**src/rtl/display_pkg.sv**
```systemverilog
// Shared constants, types and helpers for the seven-segment scan controller.
package display_pkg;

  localparam int unsigned NUM_DIGITS = 4;
  localparam int unsigned NIBBLE_W   = 4;
  localparam logic [3:0]  SEL_IDLE   = 4'b1111;

  typedef logic [1:0] digit_idx_t;

  // A digit above 0 is blank when it and every more significant nibble is zero
  // and no decimal point is requested on it.
  function automatic logic lzb_blank(logic [15:0] val, logic [3:0] dpm, digit_idx_t k);
    logic [15:0] upper;
    upper = val >> (NIBBLE_W * k);
    return (k != 2'd0) && (upper == 16'h0000) && !dpm[k];
  endfunction

endpackage

```
**src/rtl/display_scanner_if.sv**
```systemverilog
// Value-load and digit-drive signals of display_scanner.
interface display_scanner_if;
  import display_pkg::*;

  logic [NUM_DIGITS*NIBBLE_W-1:0] value;
  logic [NUM_DIGITS-1:0]          dp_mask;
  logic                           load;
  logic [NIBBLE_W-1:0]            number;
  logic [NUM_DIGITS-1:0]          digit_sel;
  logic                           dp;
  logic                           blank;
  logic                           frame_done;

  modport master (
    output value, dp_mask, load,
    input  number, digit_sel, dp, blank, frame_done
  );

  modport slave (
    input  value, dp_mask, load,
    output number, digit_sel, dp, blank, frame_done
  );

endinterface

```
**src/rtl/scan_prescaler.sv**
```systemverilog
// Free-running 0..CLK_DIV-1 divider; tick is high on the last count of each dwell.
module scan_prescaler #(
  parameter int unsigned CLK_DIV = 100000
) (
  input  logic clk,
  input  logic reset,
  output logic tick
);

  localparam int unsigned CntW = (CLK_DIV > 1) ? $clog2(CLK_DIV) : 1;
  localparam logic [CntW-1:0] CntMax = CntW'(CLK_DIV - 1);

  logic [CntW-1:0] div_cnt_q;

  assign tick = (div_cnt_q == CntMax);

  always_ff @(posedge clk or posedge reset) begin
    if (reset) begin
      div_cnt_q <= '0;
    end else if (tick) begin
      div_cnt_q <= '0;
    end else begin
      div_cnt_q <= div_cnt_q + 1'b1;
    end
  end

endmodule

```
**src/rtl/display_scanner.sv**
```systemverilog
// Four-digit multiplexed seven-segment scanner with frame-aligned double buffering.
// Define DISPLAY_SCANNER_LZB_EN to enable leading-zero blanking.
module display_scanner
  import display_pkg::*;
#(
  parameter int unsigned CLK_DIV = 100000
) (
  input  logic              clk,
  input  logic              reset,
  display_scanner_if.slave  bus
);

  logic       tick;
  logic       boundary;
  digit_idx_t idx_q, idx_d;

  logic [15:0] pend_val_q, disp_val_q, disp_val_d;
  logic [3:0]  pend_dp_q, disp_dp_q, disp_dp_d;
  logic        pend_flag_q;

  logic [3:0] number_q, number_d;
  logic [3:0] sel_q, sel_d;
  logic       dp_q, dp_d;
  logic       blank_q, blank_d;
  logic       frame_done_q;

  scan_prescaler #(
    .CLK_DIV(CLK_DIV)
  ) u_prescaler (
    .clk  (clk),
    .reset(reset),
    .tick (tick)
  );

  always_comb begin
    boundary   = tick && (idx_q == 2'd3);
    idx_d      = digit_idx_t'(idx_q + 2'd1);
    disp_val_d = disp_val_q;
    disp_dp_d  = disp_dp_q;
    // A load landing on the boundary itself bypasses the pending buffer.
    if (boundary) begin
      if (bus.load) begin
        disp_val_d = bus.value;
        disp_dp_d  = bus.dp_mask;
      end else if (pend_flag_q) begin
        disp_val_d = pend_val_q;
        disp_dp_d  = pend_dp_q;
      end
    end
    number_d = disp_val_d[NIBBLE_W*idx_d +: NIBBLE_W];
    sel_d    = ~(4'b0001 << idx_d);
    dp_d     = disp_dp_d[idx_d];
`ifdef DISPLAY_SCANNER_LZB_EN
    blank_d  = lzb_blank(disp_val_d, disp_dp_d, idx_d);
    if (blank_d) begin
      sel_d = SEL_IDLE;
    end
`else
    blank_d  = 1'b0;
`endif
  end

  always_ff @(posedge clk or posedge reset) begin
    if (reset) begin
      idx_q        <= '0;
      pend_val_q   <= '0;
      pend_dp_q    <= '0;
      pend_flag_q  <= 1'b0;
      disp_val_q   <= '0;
      disp_dp_q    <= '0;
      number_q     <= 4'h0;
      sel_q        <= 4'b1110;
      dp_q         <= 1'b0;
      blank_q      <= 1'b0;
      frame_done_q <= 1'b0;
    end else begin
      frame_done_q <= boundary;
      disp_val_q   <= disp_val_d;
      disp_dp_q    <= disp_dp_d;
      if (boundary) begin
        pend_flag_q <= 1'b0;
      end else if (bus.load) begin
        pend_val_q  <= bus.value;
        pend_dp_q   <= bus.dp_mask;
        pend_flag_q <= 1'b1;
      end
      if (tick) begin
        idx_q    <= idx_d;
        number_q <= number_d;
        sel_q    <= sel_d;
        dp_q     <= dp_d;
        blank_q  <= blank_d;
      end
    end
  end

  assign bus.number     = number_q;
  assign bus.digit_sel  = sel_q;
  assign bus.dp         = dp_q;
  assign bus.blank      = blank_q;
  assign bus.frame_done = frame_done_q;

endmodule

```
**src/flat_wrapper.sv**
```systemverilog
// flat-port wrapper written by rule: the top's interface ports become plain ports
module display_scanner_flat import display_pkg::*;
#(
  parameter int unsigned CLK_DIV = 100000
)
  (clk, reset, bus_value, bus_dp_mask, bus_load, bus_number, bus_digit_sel, bus_dp, bus_blank, bus_frame_done);
  display_scanner_if bus_i ();
  input  logic clk;
  input  logic reset;
  input wire logic [$bits(bus_i.value)-1:0] bus_value;
  input wire logic [$bits(bus_i.dp_mask)-1:0] bus_dp_mask;
  input wire logic [$bits(bus_i.load)-1:0] bus_load;
  output wire logic [$bits(bus_i.number)-1:0] bus_number;
  output wire logic [$bits(bus_i.digit_sel)-1:0] bus_digit_sel;
  output wire logic [$bits(bus_i.dp)-1:0] bus_dp;
  output wire logic [$bits(bus_i.blank)-1:0] bus_blank;
  output wire logic [$bits(bus_i.frame_done)-1:0] bus_frame_done;
  assign bus_i.value = bus_value;
  assign bus_i.dp_mask = bus_dp_mask;
  assign bus_i.load = bus_load;
  assign bus_number = bus_i.number;
  assign bus_digit_sel = bus_i.digit_sel;
  assign bus_dp = bus_i.dp;
  assign bus_blank = bus_i.blank;
  assign bus_frame_done = bus_i.frame_done;
  display_scanner #(.CLK_DIV(CLK_DIV)) u_core (.clk(clk), .reset(reset), .bus(bus_i));
endmodule
```
**config.mk**
```make
export PLATFORM = sky130hd
export DESIGN_NAME = display_scanner_flat
export DESIGN_NICKNAME = d
export VERILOG_FILES = /design/src/rtl/display_pkg.sv /design/src/rtl/display_scanner_if.sv /design/src/rtl/scan_prescaler.sv /design/src/rtl/display_scanner.sv /design/src/flat_wrapper.sv
export SDC_FILE = /design/constraint.sdc
export NUM_CORES = 1
export LEC_CHECK = 0
export ABC_CLOCK_PERIOD_IN_PS = 2500
export CAP_MARGIN = 20
export CORE_UTILIZATION = 52
export CTS_CLUSTER_SIZE = 25
export DETAILED_ROUTE_END_ITERATION = 7
export DONT_BUFFER_PORTS = 1
export PLACE_DENSITY = 0.71
export SYNTH_ARGS = -nofsm -noshare
export SYNTH_HDL_FRONTEND = slang
export SYNTH_SLANG_ARGS = --single-unit
export TNS_END_PERCENT = 30
```
**constraint.sdc**
```tcl
create_clock -name clk -period 2.5 [get_ports clk]
set_input_delay 0.5 -clock clk [delete_from_list [all_inputs] [get_ports clk]]
set_output_delay 0.5 -clock clk [all_outputs]
set_load 0.01 [all_outputs]
```
Word-level counts from Yosys, hierarchy flattened:

Cells that the tools add are included.
Widths: inputs -> output; s select.

* magnitude comparators: 1
* add/sub/neg operators: 2
* muxes and demuxes: 11
* bitwise operators: 2
* shifts and indexed selects: 2
* equality and inequality tests: 2
* reduce and logical (&&, ||, !) cells: 3

Operators with widths (number)
* $mux 16: 3
* $add 17x1->17 const B: 1
* $eq 17x17->1 const B: 1
* $mux 17: 1
* $shiftx 16x5->4: 1
* $mux 4: 3
* $not 4->4: 1
* $shl 1x2->4 const A: 1
* $lt 2x3->1 const B: 1
* $mux 1: 3
* $add 2x1->2 const B: 1
* $bmux 1 s2: 1
* $eq 2x2->1 const B: 1
* $reduce_and 2->1: 1
* $reduce_bool 2->1: 1
* $logic_and 1x1->1: 1
* $not 1->1: 1

* input port bits: 23
* flip-flop bits (word level): 70
* logic and storage cells: 34
* output and inout bits: 11

Logic depth before layout (Yosys ltp):

* depth after elaboration: 5
* gate-level depth with buffers: 10
* mapped depth without buffers: 8

By module:

A second synthesis with hierarchy kept.

* cell total of the unflattened synthesis: 347
* area total of the unflattened synthesis: 3681.0 um2

By module, submodules not included
* display_scanner: area each 2855.2 um2, cells each 272, instances 1
* scan_prescaler: area each 825.8 um2, cells each 75, instances 1

Worst setup path before layout:

OpenSTA, ideal clock, no wires.

* path type: register to register
* start: reg u_core.u_prescaler.div_cnt_q[5]
* end: reg u_core.number_q[2], in the netlist u_core.bus.number[2]
* library setup time: 0.124 ns
* cell stages (with the launch flop): 8
* arrival: 2.390 ns
* slack: -0.014 ns
* path buffers: 1
* period minus slack after synthesis: 2.514 ns
* cell sequence: dfrtp_1 > or4b_4 > or4_4 > buf_6 > o32a_1 > nor2_2 > o2bb2ai_1 > a211o_1

* word-level cells in the longest chain between the ends: 4

RTL lines
* start, declared: RTL line scan_prescaler.sv:13 `logic [CntW-1:0] div_cnt_q;`
* start signal, assigned: RTL line scan_prescaler.sv:23 `div_cnt_q <= div_cnt_q + 1'b1;`
* $eq 17x17->1 (*): RTL line scan_prescaler.sv:15 `assign tick = (div_cnt_q == CntMax);`
* $logic_and 1x1->1: RTL line display_scanner.sv:36 `boundary = tick && (idx_q == 2'd3);`
* $mux 16: RTL line display_scanner.sv:41 `if (boundary) begin`
* $shiftx 16x5->4: RTL line display_scanner.sv:50 `number_d = disp_val_d[NIBBLE_W*idx_d +: NIBBLE_W];`
* end signal, assigned: RTL line display_scanner.sv:89 `number_q <= number_d;`
* end, declared: RTL line display_scanner.sv:21 `logic [3:0] number_q, number_d;`

Mark *: on every way between the ends. The rest lies on a longest branch, timed or not.
A chain may end at the register's enable or synchronous reset.

Worst setup path after layout:

* start: reg u_core.u_prescaler.div_cnt_q[11]
* end: reg u_core.number_q[1], in the netlist u_core.bus.number[1]

The elaborated chain is that of the path after synthesis.

==> summary.md <==
| Metric | Value |
|---|---|
| Synth warn | 0 |
| Area of the die | 7040 sq um |
| Skew-Pair Late Insertion Delay | 0.35 ns |
| Routed via count | 2,651 |
| GRT met2 Usage | 0.3860 |
| Met3 Usage GRT | 0.07023 |
| Post-synth EDFFs | 0 |
| Hold crit path type | in -> async |
| Dpl cells | 417 |
| Final GP Congestion | 0.8032 |
| Layout fillers | 506 |
| Drt drc | 2 |
| Final instance area | 4090 sq um |
| Final non-filler cell total | 439 |
| Worst-path maximum fanout | 7 |
| Number of max-cap violations | 0 |
| Top_reg_cell synth | dfrtp_1 |
| DR WL/cell | 18.66 microns |
| Die Width | 83.91 microns |
| Sequential fraction of the synthesis area | 0.5032 |
| Antenna fix cells | 0 |
| CTS tree | built |
| Initial DRT Pass Iterations | 6 |
| Status | finished with violations |
| Clock-pin transition on the worst setup and hold timing paths | 0.08 ns |
| Final #Nets | 385 |
| DR iter-0 viols | 315 |
| GR Util met1 | 0.3483 |
| Synthesized Nets | 357 |
| IR drop worst, VDD | 417.6 uV |
| Worst Setup Start Kind | register |
| Setup TNS | 0 ns |
| Commonest non-fill, non-tap cells in the layout | dfrtp_1 (67), nor2_1 (33), buf_4 (30), mux2_1 (18), nand2_1 (18) |
| Post-DP Area | 3721 sq um |
| Failing checks | design-rule violations |
| Worst-case reg-to-reg path depth | 6 |
| First-pass GRT wire length | 13,820 microns |
| Core area | 6422 sq um |
| H-tree depth | 3 |
| Busiest grt layer | met2 |
| Routed Antenna Nets | 0 |
| Commonest non-fill, non-tap cell in the layout | dfrtp_1 |
| Leak | 1.800 nW |
| Largest net degree at the start of global routing | 71 |
| DP Wirelength | 5524 microns |
| Top-area cell type share of the netlist area | 0.4806 |
| Final slew viol count | 0 |
| Post-Syn Area | 3488 sq um |
| P per Cell Area | 583.7 nW/um^2 |
| CTS Buf Count | 9 |
| Unrepaired setup endpoints after global routing | yes |
| Cell accounting for the most synthesized area | dfrtp_1 |
| Chip Height | 83.91 microns |
| Initial core utilization | 0.5432 |
| Layout area overhead | 17.25% |
| Root buffer cell | clkbuf_8 |
| Post-synthesis instance total | 329 |
| Async SR Flop Fraction | 1.000 |
| Vias in the first global route | 2,677 |
| Critical path required time | 2.72 ns |
| WHS | 0.08737 ns |
| Ratio of cells with drive above 1 in the final layout | 0.2210 |
| R2r endpoint | u_core.bus.number[1] |
| Fin crit share | 0.9979 |
| Worst Path Arrival | 2.72 ns |
| Crit path kind | reg -> reg |
| PnR Total Power | 0.002387 W |
| Top post-synthesis cells by area | dfrtp_1 (48%), mux2_1 (5.8%), nor2_1 (3.6%) |
| F_max | 0.4008 GHz |
| Critical Path End Type | register |
| Port bufs | 0 |
| Final Hold Viols | 0 |
| Syn_area_per_cell | 10.60 sq um |
| Cell row count | 29 |
| FF+latch count, synth | 70 |
| Register area | 1755 sq um |
| CTS sink cnt | 70 |
| Max clock buf depth | 2 |
| Gr ovfl total | 0 |
| Reg2reg start | u_core.u_prescaler.div_cnt_q[11] |
| All-Layer GR Usage | 0.2556 |
| Reg2Reg Setup Slack | 0.005 ns |
| Vias per cell | 6.039 |
| Multi-input logic area | 1612 sq um |
| Final WL | 8191 microns |
| Antenna violations before repair | 0 |
| Final setup vio count | 0 |
| Synth cell types | 62 |
| Clk_skew | 0.01224 ns |
| Crit path time final | 2.495 ns |
| Ports | 34 |
-- worst max path at each step --
stage / start / end / slack, ns
finish: u_core.u_prescaler.div_cnt_q[11] / u_core.bus.number[1] / 0.005
global route: u_core.u_prescaler.div_cnt_q[14] / u_core.bus.dp / -0.04
CTS: u_core.u_prescaler.div_cnt_q[13] / u_core.bus.number[2] / -0.03
detailed placement: u_core.u_prescaler.div_cnt_q[12] / u_core.bus.number[1] / -0.07
global placement: u_core.u_prescaler.div_cnt_q[12] / u_core.bus.number[1] / -0.07
floorplan: u_core.u_prescaler.div_cnt_q[12] / u_core.bus.number[2] / 0.02
-- critical path: stages (launching register included) --
cell and delay [ns]:
dfrtp_1 0.38, or4b_4 0.55, or4_4 0.61, or3_4 0.41, o2111ai_2 0.11, o2111a_1 0.26, a211oi_2 0.04
-- cell type report --
type	instances	share of cell area
clock buffers	10	0.03365
clock inverters	6	0.02661
multi-input cells	225	0.3940
inverters	15	0.01499
well taps	77	0.02355
flip-flops and latches	70	0.4292
repair buffers	36	0.07801
-- synthesized netlist by cell type (5+ instances only) --
master,n
a211oi_1,6
a21oi_1,11
a31oi_1,9
and2_1,5
buf_4,5
clkbuf_1,8
dfrtp_1,67
ha_1,5
inv_1,13
mux2_1,18
nand2_1,20
nand3_1,8
nand3b_1,5
nor2_1,33
nor3_1,7
nor3b_1,5
o21ai_0,5
o22ai_1,9
or3_1,6
xnor2_1,9
xor2_1,5
-- power breakdown --
part	internal [W]	switching, W	leakage [nW]	total [W]
clock network	0.000688	0.000435	0.126	0.00112
logic	0.0000368	0.0000461	0.822	0.0000829
registers	0.00117	0.0000166	0.852	0.00118
total	0.00189	0.000497	1.80	0.00239
-- layer usage --
metal	routed length, microns	part of all wire
met5	0	0
met4	156	0.019
met3	595	0.073
met2	3724	0.45
met1	3714	0.45
-- per-stage QoR --
| step | setup WS (ns) | utilization |
|---|---|---|
| after floorplan | 0.01992 | - |
| after global routing | -0.03670 | 0.6369 |
| final | 0.005201 | 0.6369 |
| after global placement | -0.06806 | 0.5794 |
| after CTS | -0.02992 | 0.6217 |
| after detailed placement | -0.07293 | 0.5794 |
-- registers in the layout, summed over array words and instances (netlist names), 2 cells and up --
name,count
u_core.disp_dp_q,4
u_core.disp_val_q,16
u_core.pend_dp_q,4
u_core.bus.digit_sel,4
u_core.pend_val_q,16
u_core.bus.number,4
u_core.u_prescaler.div_cnt_q,17
u_core.idx_q,2
-- cells by family after synthesis --
group | after synthesis | share of synthesized area
mux | 20 | 0.06420
buf+inv | 35 | 0.05129
compound gates | 74 | 0.1560
fa+ha+maj | 5 | 0.01793
simple gates | 110 | 0.1711
flops | 70 | 0.5032
other cells | 1 | 0.001075
xor+xnor | 14 | 0.03515
-- what timing repair did --
action / CTS / global route
setup endpoints to repair: 5 / 5
pin swaps: 3 / 4
endpoints found under the hold margin: 0 / 0
gates resized for setup: 3 / 15
cloned: 1 / 0
hold buffers: 0 / 0
buffers inserted: 1 / 4
No activity file was read; power rests on OpenSTA's default activity.
